**src/rtl/mmio_bus_ctrl_pkg.sv**
```systemverilog
// Shared definitions for the MMIO bus controller.
//   state_e    : controller FSM encoding (IDLE=0, ACCESS=1, RESP=2)
//   WAIT_W     : width of one wait-state field / the wait counter
//   field_get  : extracts field idx of width w from a packed parameter vector
package mmio_bus_ctrl_pkg;

  typedef enum logic [1:0] {
    ST_IDLE   = 2'd0,
    ST_ACCESS = 2'd1,
    ST_RESP   = 2'd2
  } state_e;

  localparam int WAIT_W    = 4;
  localparam int PACK_MAX  = 1024;
  localparam int FIELD_MAX = 64;

  // Packed parameters are zero-extended to PACK_MAX bits by the caller so a
  // single function serves every field width; the result is truncated back.
  function automatic logic [FIELD_MAX-1:0] field_get(input logic [PACK_MAX-1:0] vec,
                                                     input int idx,
                                                     input int w);
    logic [PACK_MAX-1:0] sh;
    sh = vec >> (idx * w);
    return FIELD_MAX'(sh & ((PACK_MAX'(1) << w) - PACK_MAX'(1)));
  endfunction

endpackage

```
**src/rtl/mmio_bus_ctrl_if.sv**
```systemverilog
// CPU-side handshake and channel-side bus of the MMIO bus controller.
//   master : CPU / channel side (drives req, we, mmio, addr, din, s_rdata)
//   slave  : the controller (drives dout, ready, err, err_addr, s_*)
interface mmio_bus_ctrl_if #(
  parameter int DATA_WIDTH = 8,
  parameter int ADDR_WIDTH = 8,
  parameter int N_MMIO     = 2
);
  logic                           req;
  logic                           we;
  logic                           mmio;
  logic [ADDR_WIDTH-1:0]          addr;
  logic [DATA_WIDTH-1:0]          din;
  logic [DATA_WIDTH-1:0]          dout;
  logic                           ready;
  logic                           err;
  logic [ADDR_WIDTH-1:0]          err_addr;
  logic [N_MMIO:0]                s_sel;
  logic                           s_we;
  logic [ADDR_WIDTH-1:0]          s_addr;
  logic [DATA_WIDTH-1:0]          s_wdata;
  logic [(N_MMIO+1)*DATA_WIDTH-1:0] s_rdata;

  modport master (
    output req, we, mmio, addr, din, s_rdata,
    input  dout, ready, err, err_addr, s_sel, s_we, s_addr, s_wdata
  );

  modport slave (
    input  req, we, mmio, addr, din, s_rdata,
    output dout, ready, err, err_addr, s_sel, s_we, s_addr, s_wdata
  );
endinterface

```
**src/rtl/mmio_addr_decode.sv**
```systemverilog
// Combinational base/mask decode of the MMIO peripheral channels.
//   addr : address to decode
//   hit  : one-hot, bit i set for the lowest-index peripheral i that matches
//          (peripheral i is controller channel i+1)
//   miss : no peripheral matches
module mmio_addr_decode
  import mmio_bus_ctrl_pkg::*;
#(
  parameter int ADDR_WIDTH = 8,
  parameter int N_MMIO     = 2,
  parameter logic [N_MMIO*ADDR_WIDTH-1:0] MMIO_BASE = {8'h10, 8'h00},
  parameter logic [N_MMIO*ADDR_WIDTH-1:0] MMIO_MASK = {8'hFF, 8'hF0}
) (
  input  logic [ADDR_WIDTH-1:0] addr,
  output logic [N_MMIO-1:0]     hit,
  output logic                  miss
);

  localparam logic [PACK_MAX-1:0] BASE_EXT = PACK_MAX'(MMIO_BASE);
  localparam logic [PACK_MAX-1:0] MASK_EXT = PACK_MAX'(MMIO_MASK);

  always_comb begin
    logic                  found;
    logic [ADDR_WIDTH-1:0] base_i;
    logic [ADDR_WIDTH-1:0] mask_i;
    hit   = '0;
    found = 1'b0;
    for (int i = 0; i < N_MMIO; i++) begin
      base_i = ADDR_WIDTH'(field_get(BASE_EXT, i, ADDR_WIDTH));
      mask_i = ADDR_WIDTH'(field_get(MASK_EXT, i, ADDR_WIDTH));
      // Overlapping windows resolve to the lowest index.
      if (!found && ((addr & mask_i) == (base_i & mask_i))) begin
        hit[i] = 1'b1;
        found  = 1'b1;
      end
    end
    miss = !found;
  end

endmodule

```
**src/rtl/mmio_bus_ctrl.sv**
```systemverilog
// Memory/MMIO bus controller: CPU data port to one RAM channel (channel 0)
// and N_MMIO peripheral channels (1..N_MMIO), with req/ready handshake,
// per-channel wait states, registered read data and unmapped-access error.
//   clk : rising-edge clock
//   rst : asynchronous active-high reset
//   bus : controller side of mmio_bus_ctrl_if (CPU request/response and
//         channel select/strobe/address/write data/read data)
module mmio_bus_ctrl
  import mmio_bus_ctrl_pkg::*;
#(
  parameter int DATA_WIDTH = 8,
  parameter int ADDR_WIDTH = 8,
  parameter int N_MMIO     = 2,
  parameter logic [N_MMIO*ADDR_WIDTH-1:0]  MMIO_BASE   = {8'h10, 8'h00},
  parameter logic [N_MMIO*ADDR_WIDTH-1:0]  MMIO_MASK   = {8'hFF, 8'hF0},
  parameter logic [(N_MMIO+1)*WAIT_W-1:0]  WAIT_STATES = '0
) (
  input logic          clk,
  input logic          rst,
  mmio_bus_ctrl_if.slave bus
);

  localparam logic [PACK_MAX-1:0] WAIT_EXT = PACK_MAX'(WAIT_STATES);

  state_e                state_q, state_d;
  logic [WAIT_W-1:0]     cnt_q, cnt_d;
  logic                  we_q, we_d;
  logic [DATA_WIDTH-1:0] dout_q, dout_d;
  logic                  ready_q, ready_d;
  logic                  err_q, err_d;
  logic [ADDR_WIDTH-1:0] err_addr_q, err_addr_d;
  logic [N_MMIO:0]       s_sel_q, s_sel_d;
  logic                  s_we_q, s_we_d;
  logic [ADDR_WIDTH-1:0] s_addr_q, s_addr_d;
  logic [DATA_WIDTH-1:0] s_wdata_q, s_wdata_d;

  logic [N_MMIO-1:0]     hit;
  logic                  miss;
  logic [N_MMIO:0]       sel_dec;
  logic [WAIT_W-1:0]     wait_sel;
  logic [DATA_WIDTH-1:0] rd_mux;

  mmio_addr_decode #(
    .ADDR_WIDTH (ADDR_WIDTH),
    .N_MMIO     (N_MMIO),
    .MMIO_BASE  (MMIO_BASE),
    .MMIO_MASK  (MMIO_MASK)
  ) u_decode (
    .addr (bus.addr),
    .hit  (hit),
    .miss (miss)
  );

  assign sel_dec = bus.mmio ? {hit, 1'b0} : {{N_MMIO{1'b0}}, 1'b1};

  always_comb begin
    wait_sel = '0;
    for (int c = 0; c <= N_MMIO; c++) begin
      if (sel_dec[c]) wait_sel = WAIT_W'(field_get(WAIT_EXT, c, WAIT_W));
    end
  end

  // s_sel_q is one-hot and held for the whole access, so it steers the mux.
  always_comb begin
    rd_mux = '0;
    for (int c = 0; c <= N_MMIO; c++) begin
      if (s_sel_q[c]) rd_mux = rd_mux | bus.s_rdata[c*DATA_WIDTH +: DATA_WIDTH];
    end
  end

  always_comb begin
    state_d    = state_q;
    cnt_d      = cnt_q;
    we_d       = we_q;
    dout_d     = dout_q;
    ready_d    = 1'b0;
    err_d      = 1'b0;
    err_addr_d = err_addr_q;
    s_sel_d    = s_sel_q;
    s_we_d     = 1'b0;
    s_addr_d   = s_addr_q;
    s_wdata_d  = s_wdata_q;

    unique case (state_q)
      ST_IDLE: begin
        if (bus.req) begin
          we_d      = bus.we;
          s_addr_d  = bus.addr;
          s_wdata_d = bus.din;
          if (!bus.mmio || !miss) begin
            s_sel_d = sel_dec;
            cnt_d   = wait_sel;
            // Outputs are registered: the strobe is set on the edge that
            // begins the final ACCESS cycle, here when there are no waits.
            s_we_d  = bus.we && (wait_sel == '0);
            state_d = ST_ACCESS;
          end else begin
            err_addr_d = bus.addr;
            err_d      = 1'b1;
            ready_d    = 1'b1;
            dout_d     = '0;
            state_d    = ST_RESP;
          end
        end
      end
      ST_ACCESS: begin
        if (cnt_q == '0) begin
          s_sel_d = '0;
          ready_d = 1'b1;
          dout_d  = we_q ? '0 : rd_mux;
          state_d = ST_RESP;
        end else begin
          cnt_d  = cnt_q - WAIT_W'(1);
          s_we_d = we_q && (cnt_q == WAIT_W'(1));
        end
      end
      ST_RESP: begin
        state_d = ST_IDLE;
      end
      default: begin
        s_sel_d = '0;
        state_d = ST_IDLE;
      end
    endcase
  end

  always_ff @(posedge clk or posedge rst) begin
    if (rst) begin
      state_q    <= ST_IDLE;
      cnt_q      <= '0;
      we_q       <= 1'b0;
      dout_q     <= '0;
      ready_q    <= 1'b0;
      err_q      <= 1'b0;
      err_addr_q <= '0;
      s_sel_q    <= '0;
      s_we_q     <= 1'b0;
      s_addr_q   <= '0;
      s_wdata_q  <= '0;
    end else begin
      state_q    <= state_d;
      cnt_q      <= cnt_d;
      we_q       <= we_d;
      dout_q     <= dout_d;
      ready_q    <= ready_d;
      err_q      <= err_d;
      err_addr_q <= err_addr_d;
      s_sel_q    <= s_sel_d;
      s_we_q     <= s_we_d;
      s_addr_q   <= s_addr_d;
      s_wdata_q  <= s_wdata_d;
    end
  end

  assign bus.dout     = dout_q;
  assign bus.ready    = ready_q;
  assign bus.err      = err_q;
  assign bus.err_addr = err_addr_q;
  assign bus.s_sel    = s_sel_q;
  assign bus.s_we     = s_we_q;
  assign bus.s_addr   = s_addr_q;
  assign bus.s_wdata  = s_wdata_q;

endmodule
```
**src/flat_wrapper.sv**
```systemverilog
// flat-port wrapper written by rule: the top's interface ports become plain ports
module mmio_bus_ctrl_flat import mmio_bus_ctrl_pkg::*;
#(
  parameter int DATA_WIDTH = 8,
  parameter int ADDR_WIDTH = 8,
  parameter int N_MMIO     = 2,
  parameter logic [N_MMIO*ADDR_WIDTH-1:0]  MMIO_BASE   = {8'h10, 8'h00},
  parameter logic [N_MMIO*ADDR_WIDTH-1:0]  MMIO_MASK   = {8'hFF, 8'hF0},
  parameter logic [(N_MMIO+1)*WAIT_W-1:0]  WAIT_STATES = '0
)
  (clk, rst, bus_req, bus_we, bus_mmio, bus_addr, bus_din, bus_s_rdata, bus_dout, bus_ready, bus_err, bus_err_addr, bus_s_sel, bus_s_we, bus_s_addr, bus_s_wdata);
  mmio_bus_ctrl_if #(.DATA_WIDTH(DATA_WIDTH), .ADDR_WIDTH(ADDR_WIDTH), .N_MMIO(N_MMIO)) bus_i ();
  input logic clk;
  input logic rst;
  input wire logic [$bits(bus_i.req)-1:0] bus_req;
  input wire logic [$bits(bus_i.we)-1:0] bus_we;
  input wire logic [$bits(bus_i.mmio)-1:0] bus_mmio;
  input wire logic [$bits(bus_i.addr)-1:0] bus_addr;
  input wire logic [$bits(bus_i.din)-1:0] bus_din;
  input wire logic [$bits(bus_i.s_rdata)-1:0] bus_s_rdata;
  output wire logic [$bits(bus_i.dout)-1:0] bus_dout;
  output wire logic [$bits(bus_i.ready)-1:0] bus_ready;
  output wire logic [$bits(bus_i.err)-1:0] bus_err;
  output wire logic [$bits(bus_i.err_addr)-1:0] bus_err_addr;
  output wire logic [$bits(bus_i.s_sel)-1:0] bus_s_sel;
  output wire logic [$bits(bus_i.s_we)-1:0] bus_s_we;
  output wire logic [$bits(bus_i.s_addr)-1:0] bus_s_addr;
  output wire logic [$bits(bus_i.s_wdata)-1:0] bus_s_wdata;
  assign bus_i.req = bus_req;
  assign bus_i.we = bus_we;
  assign bus_i.mmio = bus_mmio;
  assign bus_i.addr = bus_addr;
  assign bus_i.din = bus_din;
  assign bus_i.s_rdata = bus_s_rdata;
  assign bus_dout = bus_i.dout;
  assign bus_ready = bus_i.ready;
  assign bus_err = bus_i.err;
  assign bus_err_addr = bus_i.err_addr;
  assign bus_s_sel = bus_i.s_sel;
  assign bus_s_we = bus_i.s_we;
  assign bus_s_addr = bus_i.s_addr;
  assign bus_s_wdata = bus_i.s_wdata;
  mmio_bus_ctrl #(.DATA_WIDTH(DATA_WIDTH), .ADDR_WIDTH(ADDR_WIDTH), .N_MMIO(N_MMIO), .MMIO_BASE(MMIO_BASE), .MMIO_MASK(MMIO_MASK), .WAIT_STATES(WAIT_STATES)) u_core (.clk(clk), .rst(rst), .bus(bus_i));
endmodule
```
**config.mk**
```make
export PLATFORM = sky130hd
export DESIGN_NAME = mmio_bus_ctrl_flat
export DESIGN_NICKNAME = d
export VERILOG_FILES = /design/src/rtl/mmio_bus_ctrl_pkg.sv /design/src/rtl/mmio_bus_ctrl_if.sv /design/src/rtl/mmio_addr_decode.sv /design/src/rtl/mmio_bus_ctrl.sv /design/src/flat_wrapper.sv
export SDC_FILE = /design/constraint.sdc
export NUM_CORES = 1
export LEC_CHECK = 0
export CAP_MARGIN = 0
export CORE_AREA = 4 4 71 73
export DETAILED_ROUTE_END_ITERATION = 8
export DIE_AREA = 0 0 75 77
export PLACE_DENSITY = 0.82
export RECOVER_POWER = 25
export SLEW_MARGIN = 20
export SYNTH_ARGS = -nofsm -noshare
export SYNTH_HDL_FRONTEND = slang
export SYNTH_SLANG_ARGS = --single-unit
```
**constraint.sdc**
```tcl
create_clock -name clk -period 3.23 [get_ports clk]
set_input_delay 0.646 -clock clk [delete_from_list [all_inputs] [get_ports clk]]
set_output_delay 0.646 -clock clk [all_outputs]
set_load 0.02 [all_outputs]
```
==> metrics.txt, run 1 <==
Worst slew margin -12.4%; routed via count about 1500; Antenna Nets Post-Route 0; Non-Filler Instances 283; fraction of registers with async set/reset 100%; clock transition at the registers of the reported paths 0.08 ns; Met2 Wirelength 2.07 mm; width of the die 75 um; RSZ-0062 raised after global routing no; worst path arrival time 2.50 ns; pre-CTS setup slack 0.599 ns; Syn Std Cell Area 1930 um2; Die Span Y between 70 and 80 um; # clock sinks 45; FF/Latch Area 1130 um2; H-tree Lvls 2; fin area 2900 um2; fillers ~320; proportion of synthesized chip area in sequential cells approximately three fifths; Crit path largest cell delay 0.49 ns; # Post-CTS Setup Buffers 0; Setup TNS 0 ns; final worst-path cycle share 71.8%; TritonCTS Buffers 5; I/O Pins 83; WL met1 ~1.9 mm; f_max 431 MHz; worst endpoint required time 3.41 ns; flops & latches, synth 45; CTS root buf clkbuf_8; uppermost layer routed met4; initial core utilization 44.3%; CP max-delay cell o41a_1; routed length per instance between 15 and 20 um; Pwr Density 893 nW/um2; R2R Setup Slk 1.48 ns; met3 wire len 574 um; crit-path cells clkdlybuf4s50_1 > o41a_1 > nand2b_4 > a311oi_2 > mux2_1; count leader, synth dfrtp_1; largest net degree at the start of global routing 46; PostCTS Resize Cnt 0; Area growth syn-to-layout 50.3%; cells on worst reg2reg path 5; Final Skew 0.00480 ns; placed cell areas 2800 um2; Min-Delay Path Depth 1; All-Layer GR Usage about 17%; Post-Route WL 4.61 mm; failing checks capacitance limit, slew limit; Final setup viols 0; WP buf/inv 1; LEAKAGE 1.22 nW; syn_nets 193; worst slew pin tran around 1.7 ns; fin crit period 2.32 ns; synth cell count leaders 45 x dfrtp_1, 24 x mux2_2, 10 x inv_1; total power 0.00259 W; DP Wirelength 3.36 mm; top cell type by total area after synthesis dfrtp_1; Hold Violations, Final 0; Clock Path Buffers 2; # hold bufs at CTS 0; DR vias/cell roughly 5.3; Core ar. around 4400 um2; ys flop type dfrtp_1; dominant cells by area after synthesis dfrtp_1 58%, mux2_2 14%, a222oi_1 4.2%; Top delay family on crit path compound AO/OA/AOI/OAI gates; Yosys warning total 0; max-slew violations 46; Inst Count DP 275; number of global-route vias before repair roughly 1500; VDD IR max approximately 600 uV; grt total ovfl 0; min-delay worst type flop to flop; Net count, final 277; EDFF count, synth 0; startpoint class of the critical path input port; Setup CP Type input port to flop; Worst Setup End Kind flop; Yosys cell types 32; # rows 24; critical path depth in cells 5; maxcap violations 1; ANT cells 0; worst-skew pair later-pin latency 0.30 ns; port bufs 82; DR DRC count 0; share of the synthesized area in the top cell type 58.4%; Mapped Avg Cell Area 13.2 um2; Max FO, Critical Path 4; Die ar. 5780 um2; share of cells above drive strength 1 17.3%; gpl congestion 0.806; DRT iter0 DRCs 94; area occupied by multi-input gates roughly 730 um2; CTS tree built; Pre-antenna DRT Iters 5; post-route setup slack 0.910 ns; global-route wire length before repair 7.29 mm; initial antenna violation count 0; Post-Syn Instances 146; outcome finished, violations left
-- report_power, final --
part,switching (W),internal (W),leakage (nW)
sequential,0.000154,0.000800,0.565
combinational,0.000592,0.000665,0.605
clock,0.000182,0.000193,0.0542
total,0.000928,0.00166,1.22
-- routing by layer --
layer,global-route usage [%],vias up
met4,4.80,0
met3,8.37,6
met1,20.7,728
met5,0,-
met2,25.1,63
li1,-,711
-- worst register-to-register path: stages (launching register included) --
cell	delay [ns]
dfrtp_1	0.40
inv_1	0.08
ha_1	0.24
a21oi_1	0.15
a21oi_1	0.39
mux2_2	0.38
-- state kept, by name, indices dropped and copies added, names as in the netlist --
register,cells
u_core.bus.s_sel,3
u_core.cnt_q,4
u_core.bus.err_addr,8
u_core.bus.s_wdata,8
u_core.bus.s_we,1
u_core.bus.dout,8
u_core.bus.err,1
u_core.we_q,1
u_core.state_q,2
u_core.bus.ready,1
u_core.bus.s_addr,8
-- area by class of cell --
class | count | area share, %
clock buffers | 7 | 3.33
repair buffers | 84 | 28.9
well taps | 52 | 2.25
flip-flops and latches | 45 | 38.9
multi-input cells | 84 | 25.2
clock inverters | 1 | 0.173
inverters | 10 | 1.30
-- path summary, 6_finish.rpt --
path,endpoint,startpoint
hold / removal,u_core.bus.dout[7],u_core.bus.dout[7]
setup / recovery,u_core.bus.s_sel[1],bus_addr[3]
setup reg to reg,u_core.cnt_q[1],u_core.cnt_q[1]
max in group asynchronous,u_core.bus.s_wdata[4],rst
min in group asynchronous,u_core.bus.s_sel[2],rst
hold reg to reg,u_core.bus.dout[7],u_core.bus.dout[7]
-- through the flow --
stage	util, %	hold slack [ns]
3_5_place_dp	64.2	0.473
2_1_floorplan	-	0.490
3_3_place_gp	64.2	0.470
6_report	66.5	0.490
4_1_cts	66.5	0.496
5_1_grt	66.5	0.506
-- logic make-up (layout without fill, tap and decap cells) --
kind of cell | Yosys count | in the layout | synth area share [%]
buffers and inverters | 17 | 102 | 3.64
adders and majority gates | 2 | 2 | 1.30
and+or+nand+nor | 25 | 25 | 7.73
AOI/OAI and AO/OA | 31 | 31 | 13.8
DFF | 45 | 45 | 58.4
muxes | 26 | 26 | 15.1
-- cell usage in the layout (no fill, tap or decap), drive strengths merged --
cell and instances:
a21bo 1, nand2 2, nand4 2, nor3 3
clkbuf 7, mux2 25, a222oi 8, clkinv 1
or3 2, and4bb 1, or2 1, buf 2
a311oi 1, ha 2, nor4 1, a22o 3
inv 10, nor2 4, a21oi 5, and2 2
nor2b 1, o21ai 3, o41a 1, dfrtp 45
and3 1, nand3 2, o2bb2ai 9, clkdlybuf4s50 81
dlygate4sd3 1, nand2b 3, mux2i 1
Power figures use the tool's default switching activity.
==> run 2: changes to the inputs <==
- CORE_AREA: 4 4 71 73 -> 4 4 77 79
- DIE_AREA: 0 0 75 77 -> 0 0 81 83
- PLACE_DENSITY: 0.82 -> 0.74
- clock period: 3.23 -> 2.11 ns (I/O delays scaled with it)
==> metrics.txt, run 2 (synthesis gave the netlist of run 1 again) <==
Clock Path Buffers 2; gpl congestion 0.748; initial antenna violation count 0; WP buf/inv 1; Pwr Density 1350 nW/um2; worst slew pin tran 0.773 ns; P_sw 0.00147 W; H-tree Lvls 2; Worst slew margin 48.4%; worst-skew pair later-pin latency 0.30 ns; routed via count 1583; commonest non-fill, non-tap cell in the layout clkdlybuf4s50_1; Top delay family on crit path compound AO/OA/AOI/OAI gates; port bufs 82; VDD IR max 834 uV; initial core utilization 36.1%; maxcap violations 0; DR vias/cell slightly below 5; largest net degree at the start of global routing 22; global-route wire length before repair 8.07 mm; I/O Pins 83; width of the die 81 um; commonest non-fill, non-tap cells in the layout 81 x clkdlybuf4s50_1, 45 x dfrtp_1, 24 x mux2_2, 18 x buf_4, 10 x inv_1; Setup CP Type input port to flop; # rows 27; # clock sinks 45; CTS root buf clkbuf_8; grt total ovfl 0; Die ar. around 6700 um2; Hold Violations, Final 0; startpoint class of the critical path input port; fin area 3080 um2; Net count, final 296; max-slew violations 0; DP Wirelength roughly 3.9 mm; # hold bufs at CTS 0; Post-Route WL 5.00 mm; PostCTS Resize Cnt 0; final worst-path cycle share 95.4%; DRT iter0 DRCs 58; Sequential Power Share around a third; worst path arrival time approximately 2.2 ns; RSZ-0062 raised after global routing no; Antenna Nets Post-Route 0; worst endpoint required time approximately 2.3 ns; LEAKAGE 1.32 nW; Gate power share 50.0%; placed cell areas 2980 um2; CP max-delay cell clkdlybuf4s50_1; fin crit period 2.01 ns; Crit path largest cell delay around 0.47 ns; # Post-CTS Setup Buffers 0; clock transition at the registers of the reported paths ~0.08 ns; f_max roughly 500 MHz; min-delay worst type flop to flop; number of global-route vias before repair 1660; internal power 0.00270 W; Setup TNS 0 ns; Die Span Y 83 um; Core ar. ~5300 um2; R2R Setup Slk 0.37 ns; Pre-antenna DRT Iters 4; CTS tree built; ANT cells 0; DR DRC count 0; Final Skew 0.00604 ns; TritonCTS Buffers 5; Worst Setup End Kind flop; All-Layer GR Usage roughly 16%; crit-path cells clkdlybuf4s50_1 > o41a_1 > nand2b_4 > a311oi_2 > mux2_1; part of the power in the clock network 15.5%; Max FO, Critical Path 4; Final setup viols 0; Area growth syn-to-layout 59.9%; share of cells above drive strength 1 22.8%; worst hold slack 0.491 ns; outcome completed; Switching Fraction 35.3%; routed length per instance 15.5 um
-- run 2: cell count changes in the layout (fill, tap and decap cells not counted), sizes merged --
cell    change
buf        +17
bufinv      +1
clkbuf      +1
-- run 2: layer usage --
| metal | wire (um) | track usage [%] | vias to the layer above |
|---|---|---|---|
| met1 | 2070 | 18.9 | 768 |
| met2 | 2450 | 26.1 | 57 |
| li1 | - | - | 753 |
| met3 | 431 | 5.42 | 5 |
| met5 | 0 | 0 | - |
| met4 | 57 | 4.15 | 0 |
-- run 2: power by group through the flow --
stage	registers, W	clock network [W]	logic (W)
after floorplan	0.00180	0	0.000731
after global placement	0.00143	0	0.00206
after detailed placement	0.00145	0	0.00210
after CTS	0.00144	0.000655	0.00211
after global routing	0.00149	0.000697	0.00223
final	0.00144	0.000647	0.00208
-- run 2: per-stage QoR --
stage	power (W)	cells	util (%)	setup WS [ns]
after floorplan	0.00254	146	-	0.285
after global placement	0.00350	314	55.7	-0.174
after detailed placement	0.00355	314	55.7	-0.227
after CTS	0.00421	322	57.8	0.0972
after global routing	0.00442	322	57.7	0.0432
final	0.00417	322	57.7	0.0968
-- run 2: final timing paths --
check | end | from | cells after the start
min in group asynchronous | u_core.bus.dout[5] | rst | 2
min | u_core.bus.dout[5] | u_core.bus.dout[5] | 1
max in group asynchronous | u_core.bus.err_addr[7] | rst | 3
min reg2reg | u_core.bus.dout[5] | u_core.bus.dout[5] | 1
max reg2reg | u_core.cnt_q[1] | u_core.cnt_q[0] | 5
max | u_core.bus.s_sel[1] | bus_addr[0] | 5
-- run 2: area by class of cell --
cell class                      count  area (um2)
Multi-Input combinational cell     84         731
Sequential cell                    45        1130
Fill cell                         491        2260
Inverter                           10        37.5
Timing Repair Buffer              103         985
Clock inverter                      2        38.8
Tap cell                           72        90.1
Clock buffer                        6        72.6
==> run 3: changes to the inputs <==
- ABC_AREA: not set -> 1
- CORE_AREA: 4 4 77 79 -> 4 4 80 82
- DIE_AREA: 0 0 81 83 -> 0 0 84 86
==> metrics.txt, run 3 <==
outcome completed; grt total ovfl 0; worst hold start u_core.bus.dout[0]; synth cell count leaders 128 x nand2_1, 45 x dfrtp_1, 32 x nand3_1; P_sw ~0.0016 W; LEAKAGE approximately 1.7 nW; Crit path largest cell delay 0.70 ns; Core ar. 5750 um2; part of the power in the clock network approximately 15%; TritonCTS Buffers 5; ANT cells 0; Hold EP u_core.bus.dout[0]; internal power 0.00230 W; Setup TNS 0 ns; Yosys warning total 0; global-route wire length before repair 9.83 mm; syn_nets 331; # clock sinks between 40 and 50; DP Wirelength 4.50 mm; min-delay worst type flop to flop; Switching Fraction 41.6%; adder-cell share of the synthesized area under 10%; # hold bufs at CTS 0; Worst Setup End Kind output port; fillers 557; Inst Count DP 440; worst hold slack 0.471 ns; maxcap violations 0; Synth Area in Compound Gates about 3.9%; Net count, final 419; area occupied by multi-input gates between 900 and 1000 um2; initial antenna violation count 0; worst-skew pair later-pin latency 0.29 ns; All-Layer GR Usage 16.7%; port bufs 82; Worst slew margin 53.8%; gpl congestion 0.829; Gate power share 49.6%; Sequential Power Share 35.7%; fin util 56.2%; DR DRC count 0; dominant cells by area after synthesis dfrtp_1 51%, nand2_1 22%, nand3_1 7.3%; main combinational cell family by area after synthesis simple AND/OR/NAND/NOR gates; number of global-route vias before repair around 2100; Antenna Nets Post-Route 0; Final setup viols 0; startpoint class of the critical path flop; initial core utilization 38.3%; crit-path cells clkdlybuf4s50_1; width of the die 84 um; routed via count 2053; Pre-antenna DRT Iters 4; DRT iter0 DRCs 130; Post-Route WL ~5.8 mm; FF/Latch Area 1130 um2; Non-Filler Instances 448; post-synthesis mux area share 0%; CP max-delay cell clkdlybuf4s50_1; CTS root buf clkbuf_8; Top delay family on crit path buffers and inverters; Die Span Y 86 um; I/O Pins 83; flops & latches, synth 45; final worst-path cycle share 93.4%; DR vias/cell 4.58; top cell type by total area after synthesis dfrtp_1; proportion of synthesized chip area in sequential cells 51.1%; Mapped Avg Cell Area approximately 7.8 um2; share of cells above drive strength 1 8.31%; cells on worst reg2reg path 9; Area growth syn-to-layout 46.6%; WP buf/inv 1; # Post-CTS Setup Buffers 0; # rows 28; fin crit period about 2.0 ns; worst r2r src u_core.cnt_q[0]; XOR/XNOR share of the synthesized area 0%; Max FO, Critical Path 10; share of the synthesized area in the top cell type slightly above 50%; commonest non-fill, non-tap cell in the layout nand2_1; Clock Path Buffers 2; RSZ-0062 raised after global routing no; Min-Delay Path Depth 2; largest net degree at the start of global routing 29; Yosys cell types 25; worst slew pin tran 0.694 ns; Setup CP Type flop to output port; clock transition at the registers of the reported paths around 0.08 ns; routed length per instance 12.8 um; Final Skew 0.00475 ns; count leader, synth nand2_1; max-slew violations 0; VDD IR max between 700 and 800 uV; CTS tree built; Syn Std Cell Area 2200 um2; commonest non-fill, non-tap cells in the layout 128 x nand2_1, 81 x clkdlybuf4s50_1, 45 x dfrtp_1, 32 x nand3_1, 25 x inv_1; Post-Syn Instances 284; PostCTS Resize Cnt 0; simple-gate share of the synthesized area between 30% and 40%; Hold Violations, Final 0; R2R Setup Slk 0.46 ns; f_max 507 MHz; EDFF count, synth 0; H-tree Lvls 2; fraction of registers with async set/reset between 90% and 100%; worst r2r dst u_core.bus.s_sel[2]; Die ar. 7220 um2; ys flop type dfrtp_1; worst path arrival time 1.55 ns; worst endpoint required time around 1.7 ns; Pwr Density 1220 nW/um2
## run 3: power groups by stage
stage | combinational, W | clock (W) | sequential [W]
after floorplan | 0.000800 | 0 | 0.00171
after global placement | 0.00194 | 0 | 0.00143
after detailed placement | 0.00198 | 0 | 0.00142
after CTS | 0.00198 | 0.000594 | 0.00142
after global routing | 0.00217 | 0.000634 | 0.00146
final | 0.00196 | 0.000579 | 0.00141
## run 3: metal layers
metal | track usage [%] | up-vias | share of wire [%]
li1 | - | 1066 | -
met2 | 28.3 | 36 | 49
met3 | 3.65 | 4 | 4.3
met4 | 4.39 | 0 | 0.83
met5 | 0 | - | 0
met1 | 21.8 | 947 | 46
## run 3: logic make-up (layout without fill, tap and decap cells)
group | count (synthesis) | in the layout
buf+inv | 36 | 125
fa+ha+maj | 2 | 2
flops | 45 | 45
compound gates | 13 | 13
simple gates | 188 | 188
## run 3: how the worst max path moves through the flow
stage	startpoint	to	slack, ns	cells past startpoint
floorplan	rst	u_core.bus.dout[0]	0.63	1
global placement	bus_addr[5]	u_core.bus.s_sel[0]	0.22	9
global route	rst	u_core.bus.dout[6]	0.03	3
finish	u_core.bus.s_sel[0]	bus_s_sel[0]	0.14	1
CTS	u_core.bus.s_sel[0]	bus_s_sel[0]	0.11	1
detailed placement	bus_addr[5]	u_core.bus.s_sel[2]	0.1	9
## run 3: cell type report
cell class,count,share of cell area [%]
sequential,45,34.9
multi-input combinational,203,29.0
timing repair buffer,88,26.7
clock buffer,7,2.98
clock inverter,1,0.155
inverter,29,3.37
tap,75,2.91
## run 3: per-stage QoR
stage               setup WS (ns)  power (W)  cell area [um2]
floorplan                   0.629    0.00251             2200
global placement            0.218    0.00337             3140
detailed placement         0.0994    0.00340             3140
CTS                         0.109    0.00399             3240
global route               0.0313    0.00427             3230
finish                      0.139    0.00395             3230
